<file path="config.mk">
export PLATFORM = sky130hd
export DESIGN_NAME = muldiv_seq_flat
export DESIGN_NICKNAME = d
export VERILOG_FILES = /design/src/rtl/muldiv_pkg.sv /design/src/rtl/muldiv_seq_if.sv /design/src/rtl/muldiv_step.sv /design/src/rtl/muldiv_seq.sv /design/src/flat_wrapper.sv
export SDC_FILE = /design/constraint.sdc
export NUM_CORES = 1
export LEC_CHECK = 0
export ABC_AREA = 1
export CAP_MARGIN = 5
export CELL_PAD_IN_SITES_DETAIL_PLACEMENT = 2
export CELL_PAD_IN_SITES_GLOBAL_PLACEMENT = 2
export CORE_ASPECT_RATIO = 0.75
export CORE_MARGIN = 5
export CORE_UTILIZATION = 30
export DETAILED_ROUTE_END_ITERATION = 12
export GPL_TIMING_DRIVEN = 0
export PLACE_DENSITY = 0.81
export SYNTH_ARGS = -nofsm -noshare
export SYNTH_HDL_FRONTEND = slang
export SYNTH_HIERARCHICAL = 1
export SYNTH_SLANG_ARGS = --single-unit
</file>
<file path="constraint.sdc">
create_clock -name clk -period 2.3 [get_ports clk]
set_input_delay 0.46 -clock clk [delete_from_list [all_inputs] [get_ports clk]]
set_output_delay 0.46 -clock clk [all_outputs]
set_load 0.01 [all_outputs]
</file>
<file path="src/rtl/muldiv_pkg.sv">
// Shared op codes and FSM state encodings for the mul/div sequencer.
// The decode stage imports the same op codes so both sides agree on encoding.
package muldiv_pkg;

  typedef logic [2:0] md_op_t;

  localparam md_op_t MD_MULT  = 3'b000;
  localparam md_op_t MD_MULTU = 3'b001;
  localparam md_op_t MD_DIV   = 3'b010;
  localparam md_op_t MD_DIVU  = 3'b011;
  localparam md_op_t MD_MTHI  = 3'b100;
  localparam md_op_t MD_MTLO  = 3'b101;

  localparam logic [2:0] S_IDLE = 3'd0;
  localparam logic [2:0] S_PREP = 3'd1;
  localparam logic [2:0] S_CALC = 3'd2;
  localparam logic [2:0] S_FIX  = 3'd3;
  localparam logic [2:0] S_DONE = 3'd4;

  // Ops 000..011 run through the iterative datapath; bit 1 selects divide, bit 0 unsigned.
  function automatic logic is_muldiv(input md_op_t op);
    return op[2] == 1'b0;
  endfunction

endpackage

</file>
<file path="src/rtl/muldiv_seq_if.sv">
// Issue/result bundle between decode stage (master) and mul/div sequencer (slave).
// The div0 signal exists only when MULDIV_DIV0_FLAG_EN is defined.
interface muldiv_seq_if
  import muldiv_pkg::*;
#(
  parameter int WIDTH = 32
);
  logic             start;
  md_op_t           op;
  logic [WIDTH-1:0] rs_val;
  logic [WIDTH-1:0] rt_val;
  logic             flush;
  logic             busy;
  logic             done;
  logic [WIDTH-1:0] hi;
  logic [WIDTH-1:0] lo;
`ifdef MULDIV_DIV0_FLAG_EN
  logic             div0;

  modport master (output start, op, rs_val, rt_val, flush,
                  input  busy, done, hi, lo, div0);
  modport slave  (input  start, op, rs_val, rt_val, flush,
                  output busy, done, hi, lo, div0);
`else
  modport master (output start, op, rs_val, rt_val, flush,
                  input  busy, done, hi, lo);
  modport slave  (input  start, op, rs_val, rt_val, flush,
                  output busy, done, hi, lo);
`endif
endinterface

</file>
<file path="src/rtl/muldiv_step.sv">
// One radix-2 iteration: shift-add for multiply, restoring subtract for divide.
// Accumulator layout is {upper[WIDTH:0], lower[WIDTH-1:0]}.
module muldiv_step #(
  parameter int WIDTH = 32
) (
  input  logic [2*WIDTH:0]  acc_i,
  input  logic [WIDTH-1:0]  opnd_i,
  input  logic              is_div_i,
  output logic [2*WIDTH:0]  acc_o
);
  logic [WIDTH:0]   sum;
  logic [2*WIDTH:0] shl;
  logic [WIDTH+1:0] diff;

  always_comb begin
    sum  = acc_i[2*WIDTH:WIDTH] + {1'b0, opnd_i};
    shl  = {acc_i[2*WIDTH-1:0], 1'b0};
    diff = {1'b0, shl[2*WIDTH:WIDTH]} - {2'b00, opnd_i};
    if (is_div_i) begin
      // Keep the trial difference only when it did not go negative.
      if (!diff[WIDTH+1]) acc_o = {diff[WIDTH:0], shl[WIDTH-1:1], 1'b1};
      else                acc_o = shl;
    end else if (acc_i[0]) begin
      acc_o = {1'b0, sum, acc_i[WIDTH-1:1]};
    end else begin
      acc_o = {1'b0, acc_i[2*WIDTH:1]};
    end
  end

endmodule

</file>
<file path="src/rtl/muldiv_seq.sv">
// Iterative MULT/MULTU/DIV/DIVU sequencer owning HI/LO; MTHI/MTLO write HI/LO directly.
// Define MULDIV_DIV0_FLAG_EN to add the sticky div0 output.
module muldiv_seq
  import muldiv_pkg::*;
#(
  parameter int WIDTH = 32
) (
  input  logic          clk,
  input  logic          rst_n,
  muldiv_seq_if.slave   bus
);
  localparam int CNT_W = $clog2(WIDTH);
  localparam int ACC_W = 2 * WIDTH + 1;

  logic [2:0]         state_q, state_d;
  logic [CNT_W-1:0]   cnt_q, cnt_d;
  logic [ACC_W-1:0]   acc_q, acc_d, acc_step;
  logic [WIDTH-1:0]   opnd_q, opnd_d, rs_q, rs_d, rt_q, rt_d;
  logic [WIDTH-1:0]   hi_q, hi_d, lo_q, lo_d;
  logic               is_div_q, is_div_d, sgn_q, sgn_d, dz_q, dz_d;
  logic               neg_quo_q, neg_quo_d, neg_rem_q, neg_rem_d;
  logic [WIDTH-1:0]   rs_abs, rt_abs, quo, rem;
  logic [2*WIDTH-1:0] prod;
  logic               accept_md, commit;

  function automatic logic [WIDTH-1:0] neg_if(input logic c, input logic [WIDTH-1:0] v);
    return c ? -v : v;
  endfunction

  function automatic logic [2*WIDTH-1:0] neg2_if(input logic c, input logic [2*WIDTH-1:0] v);
    return c ? -v : v;
  endfunction

  assign accept_md = (state_q == S_IDLE) && bus.start && !bus.flush && is_muldiv(bus.op);
  assign commit    = (state_q == S_FIX) && !bus.flush;

  assign rs_abs = neg_if(sgn_q & rs_q[WIDTH-1], rs_q);
  assign rt_abs = neg_if(sgn_q & rt_q[WIDTH-1], rt_q);
  // A zero divisor leaves the dividend in the remainder half, so only LO needs forcing.
  assign quo    = dz_q ? '1 : neg_if(neg_quo_q, acc_q[WIDTH-1:0]);
  assign rem    = neg_if(neg_rem_q, acc_q[2*WIDTH-1:WIDTH]);
  assign prod   = neg2_if(neg_quo_q, acc_q[2*WIDTH-1:0]);

  muldiv_step #(.WIDTH(WIDTH)) u_step (
    .acc_i    (acc_q),
    .opnd_i   (opnd_q),
    .is_div_i (is_div_q),
    .acc_o    (acc_step)
  );

  always_comb begin
    state_d   = state_q;
    cnt_d     = cnt_q;
    acc_d     = acc_q;
    opnd_d    = opnd_q;
    rs_d      = rs_q;
    rt_d      = rt_q;
    hi_d      = hi_q;
    lo_d      = lo_q;
    is_div_d  = is_div_q;
    sgn_d     = sgn_q;
    dz_d      = dz_q;
    neg_quo_d = neg_quo_q;
    neg_rem_d = neg_rem_q;
    case (state_q)
      S_IDLE: begin
        if (accept_md) begin
          state_d  = S_PREP;
          rs_d     = bus.rs_val;
          rt_d     = bus.rt_val;
          is_div_d = bus.op[1];
          sgn_d    = !bus.op[0];
        end else if (bus.start && !bus.flush && bus.op == MD_MTHI) begin
          hi_d = bus.rs_val;
        end else if (bus.start && !bus.flush && bus.op == MD_MTLO) begin
          lo_d = bus.rs_val;
        end
      end
      S_PREP: begin
        neg_quo_d = sgn_q & (rs_q[WIDTH-1] ^ rt_q[WIDTH-1]);
        neg_rem_d = sgn_q & rs_q[WIDTH-1];
        dz_d      = (rt_q == '0);
        acc_d     = {{(WIDTH+1){1'b0}}, (is_div_q ? rs_abs : rt_abs)};
        opnd_d    = is_div_q ? rt_abs : rs_abs;
        cnt_d     = CNT_W'(WIDTH - 1);
        state_d   = S_CALC;
      end
      S_CALC: begin
        acc_d = acc_step;
        cnt_d = cnt_q - CNT_W'(1);
        if (cnt_q == '0) state_d = S_FIX;
      end
      S_FIX: begin
        state_d = S_DONE;
        if (commit) begin
          if (is_div_q) begin
            hi_d = rem;
            lo_d = quo;
          end else begin
            {hi_d, lo_d} = prod;
          end
        end
      end
      default: state_d = S_IDLE;
    endcase
    if (bus.flush && state_q != S_IDLE) state_d = S_IDLE;
  end

  always_ff @(posedge clk or negedge rst_n) begin
    if (!rst_n) begin
      state_q   <= S_IDLE;
      cnt_q     <= '0;
      acc_q     <= '0;
      opnd_q    <= '0;
      rs_q      <= '0;
      rt_q      <= '0;
      hi_q      <= '0;
      lo_q      <= '0;
      is_div_q  <= 1'b0;
      sgn_q     <= 1'b0;
      dz_q      <= 1'b0;
      neg_quo_q <= 1'b0;
      neg_rem_q <= 1'b0;
    end else begin
      state_q   <= state_d;
      cnt_q     <= cnt_d;
      acc_q     <= acc_d;
      opnd_q    <= opnd_d;
      rs_q      <= rs_d;
      rt_q      <= rt_d;
      hi_q      <= hi_d;
      lo_q      <= lo_d;
      is_div_q  <= is_div_d;
      sgn_q     <= sgn_d;
      dz_q      <= dz_d;
      neg_quo_q <= neg_quo_d;
      neg_rem_q <= neg_rem_d;
    end
  end

  assign bus.busy = (state_q != S_IDLE);
  assign bus.done = (state_q == S_DONE);
  assign bus.hi   = hi_q;
  assign bus.lo   = lo_q;

`ifdef MULDIV_DIV0_FLAG_EN
  logic div0_q;

  always_ff @(posedge clk or negedge rst_n) begin
    if (!rst_n)                    div0_q <= 1'b0;
    else if (accept_md)            div0_q <= 1'b0;
    else if (commit && is_div_q)   div0_q <= dz_q;
  end

  assign bus.div0 = div0_q;
`endif

endmodule
</file>
<file path="src/flat_wrapper.sv">
// flat-port wrapper written by rule: the top's interface ports become plain ports
module muldiv_seq_flat import muldiv_pkg::*;
#(
  parameter int WIDTH = 32
)
  (clk, rst_n, bus_start, bus_op, bus_rs_val, bus_rt_val, bus_flush, bus_busy, bus_done, bus_hi, bus_lo);
  muldiv_seq_if #(.WIDTH(WIDTH)) bus_i ();
  input  logic clk;
  input  logic rst_n;
  input wire logic [$bits(bus_i.start)-1:0] bus_start;
  input wire logic [$bits(bus_i.op)-1:0] bus_op;
  input wire logic [$bits(bus_i.rs_val)-1:0] bus_rs_val;
  input wire logic [$bits(bus_i.rt_val)-1:0] bus_rt_val;
  input wire logic [$bits(bus_i.flush)-1:0] bus_flush;
  output wire logic [$bits(bus_i.busy)-1:0] bus_busy;
  output wire logic [$bits(bus_i.done)-1:0] bus_done;
  output wire logic [$bits(bus_i.hi)-1:0] bus_hi;
  output wire logic [$bits(bus_i.lo)-1:0] bus_lo;
  assign bus_i.start = bus_start;
  assign bus_i.op = bus_op;
  assign bus_i.rs_val = bus_rs_val;
  assign bus_i.rt_val = bus_rt_val;
  assign bus_i.flush = bus_flush;
  assign bus_busy = bus_i.busy;
  assign bus_done = bus_i.done;
  assign bus_hi = bus_i.hi;
  assign bus_lo = bus_i.lo;
  muldiv_seq #(.WIDTH(WIDTH)) u_core (.clk(clk), .rst_n(rst_n), .bus(bus_i));
endmodule
</file>
* Word-level counts from Yosys, hierarchy flattened
Cells that the tools add are included.
W data, S select, Z words.
** Word-level totals
- Register bits after elaboration :: 238
- Bits of input ports :: 71
** Operators by class
- Add/sub/neg operators :: 8
- Eq/ne operators :: 13
- Muxes and demuxes :: 28
- Bitwise operators :: 5
- Reductions and logical operators :: 20
** Operators by type and width (count)
- $mux W32 :: 16
- $mux W65 :: 2
- $pmux W65 S2 :: 1
- $mux W64 :: 2
- $neg A32 Y32 :: 4
- $pmux W32 S2 :: 2
- $neg A64 Y64 :: 1
- $sub A33 B32 Y34 :: 1
- $add A33 B32 Y33 :: 1
- $logic_not A32 Y1 :: 1
- $pmux W3 S4 :: 1
- $pmux W5 S2 :: 1
- $eq A3 B3 Y1 const B :: 3
- $mux W3 :: 3
- $logic_and A1 B1 Y1 :: 8
- $ne A2 B2 Y1 const B :: 4
- $eq A3 B2 Y1 const B :: 2
- $logic_not A5 Y1 :: 1
- $reduce_and A5 Y1 :: 1
- $sub A5 B1 Y5 const B :: 1
- $reduce_and A2 Y1 :: 2
- $reduce_and A4 Y1 :: 1
- $reduce_bool A2 Y1 :: 2
- $and A1 B1 Y1 :: 3
- 9 further kinds :: 10

* Longest topological paths before layout
Gate-level depths: netlist (run 1).
- Depth after elaboration :: 7
- Gate-level depth with buffers :: 19
- Mapped depth without buffers :: 18

* Modules after synthesis
The synthesis (run 1) kept the hierarchy.
** Modules (own cells, without submodules)
- muldiv_seq :: instances 1, cells each 2140, area an instance 14627.8 µm², sequential area each 5955.7 µm²
- muldiv_step :: instances 1, cells each 1323, area an instance 6309.8 µm², sequential area each 0.0 µm²

* Worst setup path after synthesis (run 1)
OpenSTA, ideal clock, no wires.
- Path kind :: reg-to-reg
- Start :: register u_core.acc_q[31]
- End :: register u_core.acc_q[60]
- Arrival :: 2.057 ns
- Data required time :: 2.167 ns
- Setup slack :: 0.110 ns
- Cell stages (with the launch flop) :: 18
- Path buffers :: 0
- Period minus slack after synthesis :: 2.190 ns
- Cell sequence :: dfrtp_1 -> inv_1 -> ha_1 -> fa_1 -> inv_1 -> nand3_1 -> nand3_1 -> nand2_1 -> nand2_1 -> nand2_1 -> nand2_1 -> nand2_1 -> nand3_1 -> nand3_1 -> nand2_1 -> nand2_1 -> nand2_1 -> o21ai_0
** Between the ends
- Longest elaborated chain between the ends :: 4
** RTL lines
- from (decl) :: RTL line muldiv_seq.sv:17 : logic [ACC_W-1:0] acc_q, acc_d, acc_step;
- from (signal assigned) :: RTL line muldiv_seq.sv:113 : acc_q <= '0;
- from (signal assigned) :: RTL line muldiv_seq.sv:127 : acc_q <= acc_d;
- $sub A33 B32 Y34 :: RTL line muldiv_step.sv:18 : diff = {1'b0, shl[2*WIDTH:WIDTH]} - {2'b00, opnd_i};
- $mux W65 :: RTL line muldiv_step.sv:21 : if (!diff[WIDTH+1]) acc_o = {diff[WIDTH:0], shl[WIDTH-1:1], 1'b1};
- $mux W65 :: RTL line muldiv_step.sv:19 : if (is_div_i) begin
- via u_core.acc_step[60] :: RTL line muldiv_seq.sv:17
- $pmux W65 S2 :: RTL line muldiv_seq.sv:65 : case (state_q)
The timed path passes the listed nets, and every way through them passes these cells.
A chain may end at the register's enable or synchronous reset.

* Final worst setup path (run 1)
- Start :: register u_core.acc_q[41]
- End :: register u_core.acc_q[43]
** Between the ends
- Longest elaborated chain between the ends :: 4
** RTL lines (RTL line)
- $add A33 B32 Y33 / $sub A33 B32 Y34 (equally long branches) :: muldiv_step.sv:16, muldiv_step.sv:18
- $mux W64 / $mux W65 (equally long branches) :: muldiv_step.sv:23, muldiv_step.sv:21
- $mux W65 * :: muldiv_step.sv:19
- via u_core.acc_step[43] :: muldiv_seq.sv:17
- $pmux W65 S2 * :: muldiv_seq.sv:65
The timed path passes the listed nets; every way through them passes the cells marked *.

==> key figures, run 1 <==
Routing
  • Via count: 30.3k
  • Routed wire length: 168000 um
  • Pre-Repair DR Iteration Count: 9
  • Drt drc: 0
  • Routed Antenna Nets: 0
  • Iter 0 DRT Violations: 3540
  • Via/cell ratio: 6.31
  • Wire per inst: 35.0 um

Layout
  • Area growth syn-to-layout: 43.3%
  • Filler-free cell count of the finished design: 4796
  • Nets: 3981
  • Fraction of layout cells with a size suffix above 1: 28.6%

Setup path
  • Crit-path max cell delay: 0.53 ns
  • CP max stage cell: dfrtp_2
  • Setup Crit Path Kind: flip-flop to flip-flop
  • Required time of the critical path: 2.82 ns
  • Crit path max fanout: 5
  • Arrival time worst endpoint: 3.48 ns
  • Critical path launch point type: flip-flop
  • CP Buf/Inv Count: 1
  • CP cell instances: buf_4 > ha_4 > nand2_4 > nor2_1 > nand2_4 > nand2_4 > xor2_2 > o21ai_0 > nand2_1 > nand2_1 > o21ai_2
  • Crit end category: flip-flop
  • CP top delay family: simple AND/OR/NAND/NOR gates
  • Worst path most repeated cell: nand2_4

Clocking
  • CTS tree: built
  • Clk sinks: 238
  • Clk slew on worst S/H paths: 0.07 ns
  • Worst-Skew Late Latency: 0.64 ns
  • H-tree depth: 1
  • Clock buffer depth: 3
  • CTS Buf Count: 28
  • CTS Root Cell: clkbuf_16

Synth
  • Synthesis Warnings: 6
  • Mapped Nets: 3606
  • Cell with the most instances after synthesis: nand2_1
  • Commonest cells post-synth: nand2_1, inv_1, nor2_1
  • Synth Flop Type: dfrtp_1
  • Post-synth EDFFs: 0
  • Avg Inst Size Synth: 6.05 um^2
  • Flops & latches, synth: 238
  • Seq/Total Area, Yosys: 28.4%
  • Distinct cells, synth: 57
  • Post-synthesis cell count: 3463
  • Largest cells by area after synthesis: dfrtp_1, nand2_1, nand3_1, inv_1, nor2_1
  • Area share of the largest cell type after synthesis: 28.4%
  • Mapped cell area: 20900 um^2
  • Ys async rst share: 100%
  • Area leader, netlist: dfrtp_1

Die
  • IO Count: 137
  • Die span in y: 239 um
  • Num rows: 83
  • Die Wd: 315 um
  • Die footprint: 75200 um^2
  • Initial Util: 30.4%
  • Core area: 68900 um^2

Placed design
  • Pre-CTS WS: -0.786 ns
  • IO buf count: 136
  • Final GP Congestion: 0.978
  • Placed Cells: 4536
  • HPWL Detailed: 96000 um

STA
  • Worst Tran Pin Value: 0.944 ns
  • Worst hold slack: 0.260 ns
  • Final Hold Viols: 0
  • # setup viols final: 140
  • Clk_skew: 0.0621 ns
  • Final worst-path cycle share: 129%
  • Post-layout min period: 2.96 ns
  • Slew margin rel.: 37.0%
  • Unrepaired setup endpoints after global routing: yes
  • Final WS setup: -0.657 ns
  • FMAX: 0.338 GHz
  • Final Max Tran Viols: 0

GRT
  • Pin count of the biggest net entering global routing: 114
  • Number of global-route vias before repair: 29.5k
  • Initial antenna violation count: 10
  • GRT Util Overall: 35.7%
  • First-pass GRT wire length: 203000 um
  • Total grt overflow: 0

Run status
  • Failing checks: negative setup slack
  • Status: finished with violations

Worst hold path
  • Hold Crit Class: primary input to asynchronous set/reset pin

Run
  • Max cap viols: 0
-- state kept, by name, indices dropped and copies added, names as in the netlist --
register,cells
u_core/state_q,3
u_core/bus.hi,32
u_core/acc_q,65
u_core/rs_q,32
u_core/opnd_q,32
u_core/dz_q,1
u_core/is_div_q,1
u_core/rt_q,32
u_core/bus.lo,32
u_core/neg_quo_q,1
u_core/cnt_q,5
u_core/sgn_q,1
u_core/neg_rem_q,1
-- per-layer routing --
layer / up-vias / share of wire (%) / track usage (%)
met5: - / 0.032 / 0
met4: 6 / 8.6 / 16.1
met3: 898 / 12 / 8.64
met2: 2426 / 42 / 56.0
met1: 15112 / 37 / 46.9
li1: 11833 / - / -
-- cell usage in the layout, fill, tap and decap left out, types with 35 or more instances in the layout --
cell type        count
a21oi_1            134
buf_4              181
clkbuf_1            52
clkdlybuf4s50_1    133
dfrtp_1            167
dfrtp_2             71
ha_4                59
inv_1              398
inv_2               61
nand2_1            796
nand2_2            156
nand2_4             65
nand3_1            281
nand3_2             59
nor2_1             354
nor2_2              66
o21ai_0            189
o21ai_1             49
xor2_1              35
-- cells by family after synthesis --
kind of cell / Yosys count / synth area share (%)
flops: 238 / 28.4
simple gates: 1937 / 38.5
fa+ha+maj: 72 / 4.37
buf+inv: 592 / 10.9
compound gates: 557 / 15.0
xor+xnor: 67 / 2.80
-- through the flow --
step	cell area, um^2	setup TNS, ns	utilization (%)
2_1_floorplan	20900	0	-
3_3_place_gp	23500	-2426.61	34.1
3_5_place_dp	23500	-96.57	34.2
4_1_cts	27500	-2.13	40.0
5_1_grt	30000	-24.75	43.6
6_report	30000	-26.15	43.6
-- what timing repair did --
item,4_1_cts,5_1_grt
cloned,5,0
buffers inserted,111,96
pin swaps,66,179
hold endpoints to repair,16,0
hold buffers,1,0
gates resized for setup,532,544
endpoints found under the setup margin,237,170
-- final timing paths --
kind	from	endpoint	slack (ns)	cells after the start
min	rst_n	u_core/bus.hi[23]$_DFFE_PN0P_	0.26	2
min reg2reg	u_core/bus.lo[12]$_DFFE_PN0P_	u_core/bus.lo[12]$_DFFE_PN0P_	0.51	2
max in group asynchronous	rst_n	u_core/opnd_q[17]$_DFFE_PN0P_	1.00	3
max	u_core/acc_q[41]$_DFFE_PN0P_	u_core/acc_q[43]$_DFFE_PN0P_	-0.66	11
min in group clk	bus_rs_val[15]	u_core/rs_q[15]$_DFFE_PN0P_	0.44	3
max reg2reg	u_core/acc_q[41]$_DFFE_PN0P_	u_core/acc_q[43]$_DFFE_PN0P_	-0.66	11
-- layout make-up --
type | count | area [um^2]
diodes | 3 | 7.51
plain buffers | 119 | 619
clock buffers | 36 | 791
clock inverters | 14 | 205
fillers | 7987 | 38800
inverters | 470 | 1790
multi-input cells | 2633 | 16200
flip-flops and latches | 238 | 6040
well taps | 935 | 1170
repair buffers | 348 | 3230
Power of run 1 is left out: the tool's default activity adds up to more than one toggle a clock period on the data nets, which glitch-free logic cannot reach.
==> run 2: changes to the inputs <==
==> constraint.sdc (replaced) <==
create_clock -name clk -period 2.3 [get_ports clk]
set_input_delay 0.575 -clock clk [delete_from_list [all_inputs] [get_ports clk]]
set_output_delay 0.575 -clock clk [all_outputs]
set_load 0.01 [all_outputs]
==> key figures, run 2 (same netlist as run 1, synthesis figures left out) <==
Worst hold path
  • Hold Crit Class: primary input to asynchronous set/reset pin

Layout
  • Most frequent cells in the layout: nand2_1, inv_1, nor2_1
  • Fraction of layout cells with a size suffix above 1: 29.5% (+0.91 points)
  • Filler Cell Count: 7952 (-0.44%)
  • Area growth syn-to-layout: 45.0%
  • Most common cell after layout, fill and taps aside: nand2_1
  • Nets: 3967 (-0.35%)
  • Sequential cell area: 6050 um^2 (+0.17%)
  • Largest register FFs: 65 (unchanged)
  • Most flop-heavy register: u_core/acc_q
  • Multi-input gate area: 16600 um^2 (+2.5%)

Die
  • IO Count: 137 (unchanged)
  • Die span in y: 239 um (unchanged)
  • Core area: 68900 um^2 (unchanged)
  • Num rows: 83 (unchanged)
  • Initial Util: 30.4% (unchanged)
  • Die footprint: 75200 um^2 (unchanged)
  • Die Wd: 315 um (unchanged)

GRT
  • First-pass GRT wire length: 208000 um (+2.7%)
  • Total grt overflow: 0 (unchanged)
  • GRT Util Overall: 37.0% (+1.3 points)
  • Initial antenna violation count: 15 (+5)
  • Pin count of the biggest net entering global routing: 114 (unchanged)
  • Number of global-route vias before repair: 29.8k (+1.3%)

Setup path
  • Setup Crit Path Kind: flip-flop to flip-flop
  • Crit-path max cell delay: 0.51 ns (-0.02 ns)
  • CP Buf/Inv Count: 0 (-1)
  • Arrival time worst endpoint: 3.42 ns (-0.06 ns)
  • CP top delay family: simple AND/OR/NAND/NOR gates
  • CP cell instances: ha_2 > nand2_1 > nor2_2 > nand2_1 > nor3_4 > nand2_4 > nand3_1 > nand3_4 > nand2_2 > nand2_1 > nand2_1 > o21ai_1
  • Worst path most repeated cell: nand2_1
  • Required time of the critical path: 2.80 ns (-0.02 ns)
  • Critical path launch point type: flip-flop
  • CP max stage cell: dfrtp_2
  • Crit end category: flip-flop
  • Crit path max fanout: 5 (unchanged)

Placed design
  • IO buf count: 136 (unchanged)
  • Final GP Congestion: 0.978 (unchanged)
  • HPWL Detailed: 96000 um (unchanged)

STA
  • Final Hold Viols: 0 (unchanged)
  • Final Max Tran Viols: 0 (unchanged)
  • Slew margin rel.: 31.4% (-5.6 points)
  • Unrepaired setup endpoints after global routing: yes
  • # setup viols final: 200 (+43%)
  • Worst hold slack: 0.357 ns (+0.0970 ns)
  • Clk_skew: 0.0933 ns (+0.0312 ns)
  • Post-layout min period: 2.92 ns (-0.0338 ns)
  • Final WS setup: -0.623 ns (+0.0338 ns)
  • Worst Tran Pin Value: 1.03 ns (+0.0840 ns)
  • FMAX: 0.342 GHz (+1.2%)
  • Final worst-path cycle share: 127% (-1.5 points)

Clocking
  • Worst-Skew Late Latency: 0.67 ns (+0.03 ns)
  • CTS Root Cell: clkbuf_16
  • Clk sinks: 238 (unchanged)
  • CTS tree: built
  • CTS Buf Count: 28 (unchanged)
  • H-tree depth: 1 (unchanged)
  • Clk slew on worst S/H paths: 0.07 ns (about the same)
  • Clock buffer depth: 3 (unchanged)

Routing
  • Drt drc: 0 (unchanged)
  • Pre-Repair DR Iteration Count: 6 (-3)
  • Via count: 30.6k (+1.1%)
  • Iter 0 DRT Violations: 3661 (+3.4%)
  • Routed wire length: 172000 um (+2.5%)
  • Via/cell ratio: 6.40 (+1.4%)
  • Wire per inst: 35.9 um (+2.8%)
  • Routed Antenna Nets: 0 (unchanged)

Run status
  • Status: finished with violations
  • Failing checks: negative setup slack

Run
  • Max cap viols: 0 (unchanged)
==> run 2: changes by cell type in the layout (fill, tap and decap cells not counted), sizes merged <==
cell / change
buf: -13
clkdlybuf4s15: +1
dlygate4sd2: -2
==> run 2: metrics by stage <==
stage	TNS (ns)	util (%)	std cells	cell area (um^2)	setup WS, ns
CTS	-3.21	40.6	4709	28000	-0.149
global route	-26.55	44.1	4780	30400	-0.583
finish	-31.01	44.1	4782	30400	-0.623
detailed placement	-110.40	34.2	4536	23500	-0.901
global placement	-2467.41	34.1	4534	23500	-10.01
floorplan	0	-	3463	20900	0.110
==> run 2: timing repair <==
action / CTS / global route
setup buffers: 116 / 77
hold buffers: 1 / 0
cloned: 6 / 0
pin swaps: 111 / 179
endpoints found under the hold margin: 16 / 0
setup endpoints to repair: 237 / 184
resized for setup: 622 / 549
==> run 2: metal layers <==
metal  vias to the layer above  wire length (um)  global-route usage (%)
met2                      2564             71500                    58.2
met5                         -               174                       0
met1                     15173             62200                    47.8
li1                      11793                 -                       -
met4                        18             16900                    19.1
met3                      1059             21000                    8.35
==> run 2: worst paths after layout <==
path / end / from / slack, ns / cells past startpoint
max in group asynchronous: u_core/opnd_q[6]$_DFFE_PN0P_ / rst_n / 0.90 / 3
worst max-delay path: u_core/acc_q[61]$_DFFE_PN0P_ / u_core/acc_q[57]$_DFFE_PN0P_ / -0.62 / 12
worst min register to register: u_core/bus.hi[13]$_DFFE_PN0P_ / u_core/bus.hi[13]$_DFFE_PN0P_ / 0.51 / 2
worst max register to register: u_core/acc_q[61]$_DFFE_PN0P_ / u_core/acc_q[57]$_DFFE_PN0P_ / -0.62 / 12
min in group clk: u_core/bus.hi[13]$_DFFE_PN0P_ / u_core/bus.hi[13]$_DFFE_PN0P_ / 0.51 / 2
worst min-delay path: u_core/bus.hi[13]$_DFFE_PN0P_ / rst_n / 0.36 / 2
==> run 2: cell type report <==
class / count / area share, %
Antenna cell: 3 / 0.0247
Buffer: 118 / 2.05
Clock buffer: 36 / 2.60
Clock inverter: 14 / 0.676
Inverter: 470 / 5.93
Multi-Input combinational cell: 2633 / 54.5
Sequential cell: 238 / 19.9
Tap cell: 935 / 3.85
Timing Repair Buffer: 335 / 10.4
Power of run 2 is left out for the same reason.
